<file path="src/rtl/firefly_sync_ctrl.sv">
// firefly_sync_ctrl: measures the f0 period in clk cycles, averages blocks of
// 2^AVG_LOG2 periods and regenerates a phase-aligned f1 from the average.
// Latency: rise 3 clk after f0 is first sampled high; f1 rises 1 clk after rise.
// Backpressure: none; f0 is a free-running pulse train and is never stalled.
// Build option FIREFLY_DUTY_FOLLOW_EN: f1 copies the measured f0 high time
// instead of running at 50% duty.
module firefly_sync_ctrl #(
  parameter int CNT_W      = 20,
  parameter int MIN_PERIOD = 25000,
  parameter int MAX_PERIOD = 200000,
  parameter int AVG_LOG2   = 2
) (
  input  logic             clk,
  input  logic             rst,
  input  logic             f0,
  output logic             f1,
  output logic             locked,
  output logic [CNT_W-1:0] period_out,
  output logic             err
);

  localparam int ACC_W = CNT_W + AVG_LOG2;

  localparam logic [CNT_W-1:0]  PCNT_MAX = {CNT_W{1'b1}};
  localparam logic [CNT_W-1:0]  PCNT_ONE = {{(CNT_W-1){1'b0}}, 1'b1};
  localparam logic [CNT_W-1:0]  MIN_P    = CNT_W'(MIN_PERIOD);
  localparam logic [CNT_W-1:0]  MAX_P    = CNT_W'(MAX_PERIOD);
  // Sample count value that, with one more valid sample, completes a block.
  localparam logic [AVG_LOG2:0] BLK_LAST = {1'b0, {AVG_LOG2{1'b1}}};

  typedef enum logic [1:0] {
    S_IDLE = 2'd0,
    S_ACQ  = 2'd1,
    S_LOCK = 2'd2
  } state_t;

  // Input conditioning
  logic [1:0]       sync_q;
  logic             f0_s_q;
  logic             f0_prev_q;
  logic             rise_q;

  // Measurement and control state
  state_t           state_q,  state_d;
  logic [CNT_W-1:0] pcnt_q,   pcnt_d;
  logic [ACC_W-1:0] acc_q,    acc_d;
  logic [AVG_LOG2:0] cnt_q,   cnt_d;
  logic             inv_q,    inv_d;
  logic [CNT_W-1:0] period_q, period_d;
  logic             err_q,    err_d;

  // f1 generator
  logic [CNT_W-1:0] ph_q,      ph_d;
  logic [CNT_W-1:0] per_act_q, per_act_d;
  logic [CNT_W-1:0] high_lim;

  logic [ACC_W-1:0] acc_sum;
  logic             sample_ok;
  logic             timeout;

  // Two-flop synchroniser, one retiming stage, then a registered rise detector
  always_ff @(posedge clk or posedge rst) begin
    if (rst) begin
      sync_q    <= 2'b00;
      f0_s_q    <= 1'b0;
      f0_prev_q <= 1'b0;
      rise_q    <= 1'b0;
    end else begin
      sync_q    <= {sync_q[0], f0};
      f0_s_q    <= sync_q[1];
      f0_prev_q <= f0_s_q;
      rise_q    <= f0_s_q & ~f0_prev_q;
    end
  end

  // Period counter: reload to 1 on every rise, otherwise count and saturate
  always_comb begin
    pcnt_d = pcnt_q;
    if (rise_q) begin
      pcnt_d = PCNT_ONE;
    end else if (pcnt_q != PCNT_MAX) begin
      pcnt_d = pcnt_q + 1'b1;
    end
  end

  // The count at a rise is the sample; a missing rise at MAX_P is a timeout.
  // Checking at MAX_P (not MAX_P+1) lets the state change land on the same
  // edge that takes the counter past MAX_P, and a simultaneous rise wins.
  assign sample_ok = (pcnt_q >= MIN_P) && (pcnt_q <= MAX_P);
  assign timeout   = !rise_q && (pcnt_q >= MAX_P);
  assign acc_sum   = acc_q + ACC_W'(pcnt_q);

  // State and datapath registers
  always_ff @(posedge clk or posedge rst) begin
    if (rst) begin
      state_q   <= S_IDLE;
      pcnt_q    <= '0;
      acc_q     <= '0;
      cnt_q     <= '0;
      inv_q     <= 1'b0;
      period_q  <= '0;
      err_q     <= 1'b0;
      ph_q      <= '0;
      per_act_q <= '0;
    end else begin
      state_q   <= state_d;
      pcnt_q    <= pcnt_d;
      acc_q     <= acc_d;
      cnt_q     <= cnt_d;
      inv_q     <= inv_d;
      period_q  <= period_d;
      err_q     <= err_d;
      ph_q      <= ph_d;
      per_act_q <= per_act_d;
    end
  end

  // Next state: acquisition, block averaging, rejection and timeout handling
  always_comb begin
    state_d  = state_q;
    acc_d    = acc_q;
    cnt_d    = cnt_q;
    inv_d    = inv_q;
    period_d = period_q;
    err_d    = 1'b0;

    unique case (state_q)
      S_IDLE: begin
        acc_d = '0;
        cnt_d = '0;
        inv_d = 1'b0;
        // The first rise only opens a measurement window; its count is stale.
        if (rise_q) begin
          state_d = S_ACQ;
        end
      end

      S_ACQ: begin
        if (rise_q) begin
          if (sample_ok) begin
            if (cnt_q == BLK_LAST) begin
              period_d = CNT_W'(acc_sum >> AVG_LOG2);
              acc_d    = '0;
              cnt_d    = '0;
              inv_d    = 1'b0;
              state_d  = S_LOCK;
            end else begin
              acc_d = acc_sum;
              cnt_d = cnt_q + 1'b1;
            end
          end else begin
            err_d = 1'b1;
            acc_d = '0;
            cnt_d = '0;
          end
        end else if (timeout) begin
          err_d   = 1'b1;
          acc_d   = '0;
          cnt_d   = '0;
          state_d = S_IDLE;
        end
      end

      S_LOCK: begin
        if (rise_q) begin
          if (sample_ok) begin
            inv_d = 1'b0;
            if (cnt_q == BLK_LAST) begin
              period_d = CNT_W'(acc_sum >> AVG_LOG2);
              acc_d    = '0;
              cnt_d    = '0;
            end else begin
              acc_d = acc_sum;
              cnt_d = cnt_q + 1'b1;
            end
          end else begin
            // Drop the sample and the partial block; a second bad sample in
            // a row means the reference has moved and lock is abandoned.
            err_d = 1'b1;
            acc_d = '0;
            cnt_d = '0;
            if (inv_q) begin
              inv_d   = 1'b0;
              state_d = S_ACQ;
            end else begin
              inv_d = 1'b1;
            end
          end
        end else if (timeout) begin
          err_d   = 1'b1;
          acc_d   = '0;
          cnt_d   = '0;
          inv_d   = 1'b0;
          state_d = S_IDLE;
        end
      end

      default: begin
        state_d = S_IDLE;
      end
    endcase
  end

  // Phase counter: reload on rise, free-run and wrap at the active period.
  // The active period is only refreshed at a reload so f1 never sees a
  // period change mid-cycle.
  always_comb begin
    ph_d      = ph_q;
    per_act_d = per_act_q;
    if (state_q != S_LOCK || rise_q) begin
      ph_d      = '0;
      per_act_d = period_d;
    end else if ((ph_q + 1'b1) >= per_act_q) begin
      ph_d      = '0;
      per_act_d = period_d;
    end else begin
      ph_d = ph_q + 1'b1;
    end
  end

`ifdef FIREFLY_DUTY_FOLLOW_EN
  logic             fall_q;
  logic [CNT_W-1:0] hcnt_q;
  logic [CNT_W-1:0] hwidth_q;

  // High-time counter: restart on rise, capture the width on the matching fall
  always_ff @(posedge clk or posedge rst) begin
    if (rst) begin
      fall_q   <= 1'b0;
      hcnt_q   <= '0;
      hwidth_q <= '0;
    end else begin
      fall_q <= ~f0_s_q & f0_prev_q;
      if (rise_q) begin
        hcnt_q <= PCNT_ONE;
      end else if (hcnt_q != PCNT_MAX) begin
        hcnt_q <= hcnt_q + 1'b1;
      end
      if (fall_q) begin
        hwidth_q <= hcnt_q;
      end
    end
  end

  // Follow f0 duty, but always leave at least one low cycle per period
  assign high_lim = (hwidth_q < per_act_q) ? hwidth_q : (per_act_q - 1'b1);
`else
  assign high_lim = per_act_q >> 1;
`endif

  // Outputs: lock status and f1 come straight from registered state
  always_comb begin
    locked = 1'b0;
    f1     = 1'b0;
    if (state_q == S_LOCK) begin
      locked = 1'b1;
      f1     = (ph_q < high_lim);
    end
  end

  assign period_out = period_q;
  assign err        = err_q;

endmodule

</file>
<file path="config.mk">
export PLATFORM = sky130hd
export DESIGN_NAME = firefly_sync_ctrl
export DESIGN_NICKNAME = d
export VERILOG_FILES = /design/src/rtl/firefly_sync_ctrl.sv
export SDC_FILE = /design/constraint.sdc
export NUM_CORES = 1
export LEC_CHECK = 0
export CAP_MARGIN = 20
export CORE_ASPECT_RATIO = 0.7
export CORE_MARGIN = 8
export CORE_UTILIZATION = 45
export CTS_CLUSTER_DIAMETER = 30
export CTS_CLUSTER_SIZE = 12
export DETAILED_ROUTE_END_ITERATION = 8
export SLEW_MARGIN = 25
export SYNTH_ARGS = -nofsm -noshare
export SYNTH_HDL_FRONTEND = slang
export SYNTH_SLANG_ARGS = --single-unit
</file>
<file path="constraint.sdc">
create_clock -name clk -period 4.4 [get_ports clk]
set_clock_uncertainty 0.05 [all_clocks]
set_input_delay 0.44 -clock clk [delete_from_list [all_inputs] [get_ports clk]]
set_output_delay 0.44 -clock clk [all_outputs]
set_load 0.02 [all_outputs]
</file>
* Word level (Yosys, flattened, before mapping)
Cells that the tools add are included.
Word-level totals: register bits 114, input port bits 3, output and inout port bits 23, word-level logic and storage cells 95
Cells by class: add/sub/neg operators 4, $lt $le $gt $ge 5, equal/unequal tests 15, mux-type cells 43, bitwise logic cells 2, reduce and logical (&&, ||, !) cells 13
Operators with widths (count):
- 20-bit two-way mux | 10
- 22-bit two-way mux | 4
- 22-bit one-hot mux with 2 select lines | 1
- 20-bit by 1-bit adder with 20-bit output (second input constant) | 2
- 22-bit by 20-bit adder with 22-bit output | 1
- 20-bit by 15-bit greater-or-equal comparator with 1-bit output (second input constant) | 1
- 20-bit by 18-bit greater-or-equal comparator with 1-bit output (second input constant) | 1
- 20-bit greater-or-equal comparator | 1
- 20-bit by 18-bit less-or-equal comparator with 1-bit output (second input constant) | 1
- 20-bit by 19-bit less-than comparator with 1-bit output | 1
- 20-bit != test (second input constant) | 1
- 2-bit two-way mux | 8
- 3-bit != test (second input constant) | 5
- 1-bit two-way mux | 13
- 3-bit two-way mux | 4
- 2-bit != test (second input constant) | 5
- 5-bit AND reduction | 2
- 2-bit one-hot mux with 3 select lines | 1
- 3-bit one-hot mux with 2 select lines | 1
- 2-bit nonzero test | 3
- 3-bit by 1-bit adder with 3-bit output (second input constant) | 1
- 3-bit by 2-bit == test with 1-bit output (second input constant) | 1
- 3-bit by 1-bit != test with 1-bit output (second input constant) | 1
- 1-bit one-hot mux with 3 select lines | 1
- other kinds (11) | 12

* Longest topological paths before layout
depth after elaboration 7, mapped depth 15, mapped depth without buffers 13

* Least setup slack after synthesis
Ideal clock, no wire load.
path kind reg-to-reg, start point register ph_q[0], end point register per_act_q[0], library setup time 0.125 ns, arrival 3.509 ns, required time 4.225 ns, path slack 0.716 ns, cell stages (with the launch flop) 14, buffers on the path 1, period minus slack after synthesis 3.684 ns, cell sequence dfrtp_1 -> ha_1 -> inv_1 -> nor4_1 -> and3_1 -> xor2_1 -> ha_1 -> and4_1 -> nand2_1 -> a2111oi_0 -> nor4b_1 -> nor2_1 -> clkbuf_1 -> mux2_2
On the way: longest elaborated chain between the ends 3
Ends and longest elaborated chain:
- start, declared | RTL line 53 | logic [CNT_W-1:0] ph_q, ph_d;
- start signal, assigned | RTL line 113 | ph_q <= ph_d;
- 20-bit by 1-bit adder with 20-bit output | RTL line 213 | end else if ((ph_q + 1'b1) >= per_act_q) begin
- 20-bit greater-or-equal comparator | RTL line 213
- 2-bit nonzero test (no source line)
- end signal, assigned | RTL line 114 | per_act_q <= per_act_d;
- end, declared | RTL line 54 | logic [CNT_W-1:0] per_act_q, per_act_d;
Every way passes these cells. A chain may end at the register's enable or synchronous reset.

* Worst setup path after layout
start point register ph_q[0], end point register per_act_q[19]
The elaborated chain is that of the path after synthesis.

==> qor.csv <==
metric,value,unit
outcome,"complete, no violations",
CTS Hold Bufs,0,
most common library cells after synthesis,"114 x dfrtp_1, 66 x ha_1, 66 x nand2_1",
drt total wl,19600,um
ranking of synthesized cells by area,"dfrtp_1 39%, ha_1 11%, mux2_2 3.7%",
worst setup path start,ph_q[0]$_DFF_PP0_,
syn nets,838,
cell taking the most area after synthesis,dfrtp_1,
setup violators final,0,
#FFs+latches synth,114,
TritonCTS clock tree,built,
worst r2r dst,per_act_q[19]$_DFFE_PP0P_,
Max-slew headroom,0.461,
WP data arrival,4320,ps
"Max FO, Critical Path",7,
H-tree levels,4,
fin worst setup slack,328,ps
final critical-path required period,4070,ps
Mapped Area,0.00734,mm2
vias,6028,
total gr overflow,0,
RSZ-0062 raised after global routing,false,
Antenna diodes,0,
Detail Placement HPWL,14600,um
vias in the first global route,5894,
initial drt markers,687,
leakage power,0.00392,uW
"count leader, synth",dfrtp_1,
GPL Wtd Cong,0.913,
Num Clock Sinks,114,
"setup slack, reg-to-reg",330,ps
Die X,169,um
Cell variety after synth,71,
Final ANT Viol Nets,0,
"Core Util, Final",0.520,
Critical R2R Launch,ph_q[0]$_DFF_PP0_,
"Top FF cell, synth",dfrtp_1,
"Reg clk slew, reported paths",60,ps
final slew viol count,0,
Hold Path Cell Cnt,0,
pwr dens,337,mW/mm2
CTS Root Cell,clkbuf_16,
Site Rows,39,
Clock Path Buffers,2,
syn_area_per_cell,9.56,um2
Num CTS Buffers,17,
"Hold Violations, Final",0,
"FFs w/ async S/R, synth",1.00,
Final Cycle Share,0.925,
R2R cell count,12,
area grow syn2layout,14.4,%
drt first pass iters,5,
post-synthesis sequential area ratio,0.389,
setup tns final,0,ps
fmax,0.246,GHz
crit path to,per_act_q[19]$_DFFE_PP0P_,
Tightest Hold Check Type,reg -> reg,
max_cap viols,0,
CP startpoint kind,register,
DR WL/cell,19.0,um
port buffer count,25,
initial core utilization,0.455,
largest net degree at the start of global routing,76,
# nets final,865,
final non-filler cell area,0.00840,mm2
Die ar.,0.0207,mm2
first-pass GRT wire length,32300,um
pre-CTS setup slack,315,ps
CP Class,reg -> reg,
CP endpoint kind,register,
# fillers,1448,
share of Yosys cell area claimed by the top area cell type,0.389,
Die Height,123,um
DRC violations left,0,
# IOs,26,
worst slew pin tran,807,ps
Post-synth EDFFs,0,
GRT Util Overall,0.200,
vias per cell,5.84,
Skew-Pair Late Insertion Delay,430,ps
post-CTS resize count,0,
initial antenna violation count,0,
post-CTS setup buffers,0,
cell count after synthesis,768,
YS warnings,0,
"Req. time, crit path",4650,ps
layout cells sized above 1,0.0990,
Max IR drop VDD,181,uV
Core ar.,0.0162,mm2
Placed Instance Area,0.00785,mm2
## area by class of cell
cell class	count	area, um2	area share
clock inverters	15	124	0.0147
clock buffers	17	425	0.0506
repair buffers	36	333	0.0396
inverters	39	151	0.0180
flip-flops and latches	114	2850	0.340
multi-input cells	587	4230	0.504
well taps	225	282	0.0335
## worst min-delay path by stage
stage               slack [ps]             endpoint                start
floorplan                  280     f0_s_q$_DFF_PP0_  sync_q[1]$_DFF_PP0_
global placement           290     f0_s_q$_DFF_PP0_  sync_q[1]$_DFF_PP0_
detailed placement         290     f0_s_q$_DFF_PP0_  sync_q[1]$_DFF_PP0_
CTS                        300  sync_q[1]$_DFF_PP0_  sync_q[0]$_DFF_PP0_
global route               310     f0_s_q$_DFF_PP0_  sync_q[1]$_DFF_PP0_
finish                     300  sync_q[1]$_DFF_PP0_  sync_q[0]$_DFF_PP0_
## critical path, cell delays in order (launching register included)
cell and delay [ps]:
dfrtp_1 420, ha_1 230, inv_1 80, nor4_1 560, and3_1 330, xor2_1 210
ha_1 280, a21oi_1 150, nand2_1 70, a221o_1 360, or4b_1 650, and4_1 260
a221o_1 270
## kinds of logic (layout without fill, tap and decap cells)
kind of cell,after synthesis,after routing,share of synthesized area
buffers and inverters,67,107,0.0366
and+or+nand+nor,252,252,0.179
adders and majority gates,67,67,0.115
DFF,114,114,0.389
xor gates and xnor gates,48,48,0.0573
muxes,29,29,0.0436
AOI/OAI and AO/OA,191,191,0.180
## placed cells by master, fill, tap and decap left out, types with 4 or more instances in the layout
cell / n
mux2i_1: 5
mux2_2: 24
a221o_1: 4
nand2_1: 66
o211ai_1: 6
nor4_1: 4
a22o_1: 10
nand2b_1: 7
nor2_1: 53
buf_4: 11
xor2_1: 20
inv_6: 8
dfrtp_1: 114
a211o_1: 4
clkbuf_16: 17
inv_1: 38
and2_1: 23
nand3_1: 20
xnor2_1: 28
a31oi_1: 8
o21a_1: 5
nor3_1: 8
nor2b_1: 5
a21o_1: 14
o21ai_0: 40
a21boi_0: 4
nand4_1: 16
o31ai_1: 10
and3_1: 15
ha_1: 66
a21oi_1: 44
and4_1: 13
a211oi_1: 7
clkdlybuf4s50_1: 25
## routing by layer
| layer | vias to the layer above | track usage | wire [um] |
|---|---|---|---|
| li1 | 2883 | - | - |
| met1 | 2961 | 0.307 | 10300 |
| met2 | 167 | 0.268 | 7860 |
| met3 | 17 | 0.0424 | 1290 |
| met4 | 0 | 0.0661 | 191 |
| met5 | - | 0 | 0 |
## power by group
group / internal (uW) / leakage, uW / switching [uW]
registers: 1080 / 0.00157 / 44.5
logic: 143 / 0.00208 / 265
clock network: 734 / 0.000268 / 561
## state kept, by name, indices dropped and copies added, names as in the netlist
register / flops
acc_q: 22
pcnt_q: 20
per_act_q: 20
period_out: 20
ph_q: 20
cnt_q: 3
state_q: 2
sync_q: 2
err: 1
f0_prev_q: 1
f0_s_q: 1
inv_q: 1
rise_q: 1
## stage by stage
stage	std cells	hold slack [ps]	total power, uW
floorplan	768	281	1400
global placement	1001	288	1530
detailed placement	1001	287	1550
CTS	1033	300	2850
global route	1033	307	2960
finish	1033	300	2830
Note: power is estimated with default switching activity, not from simulation.
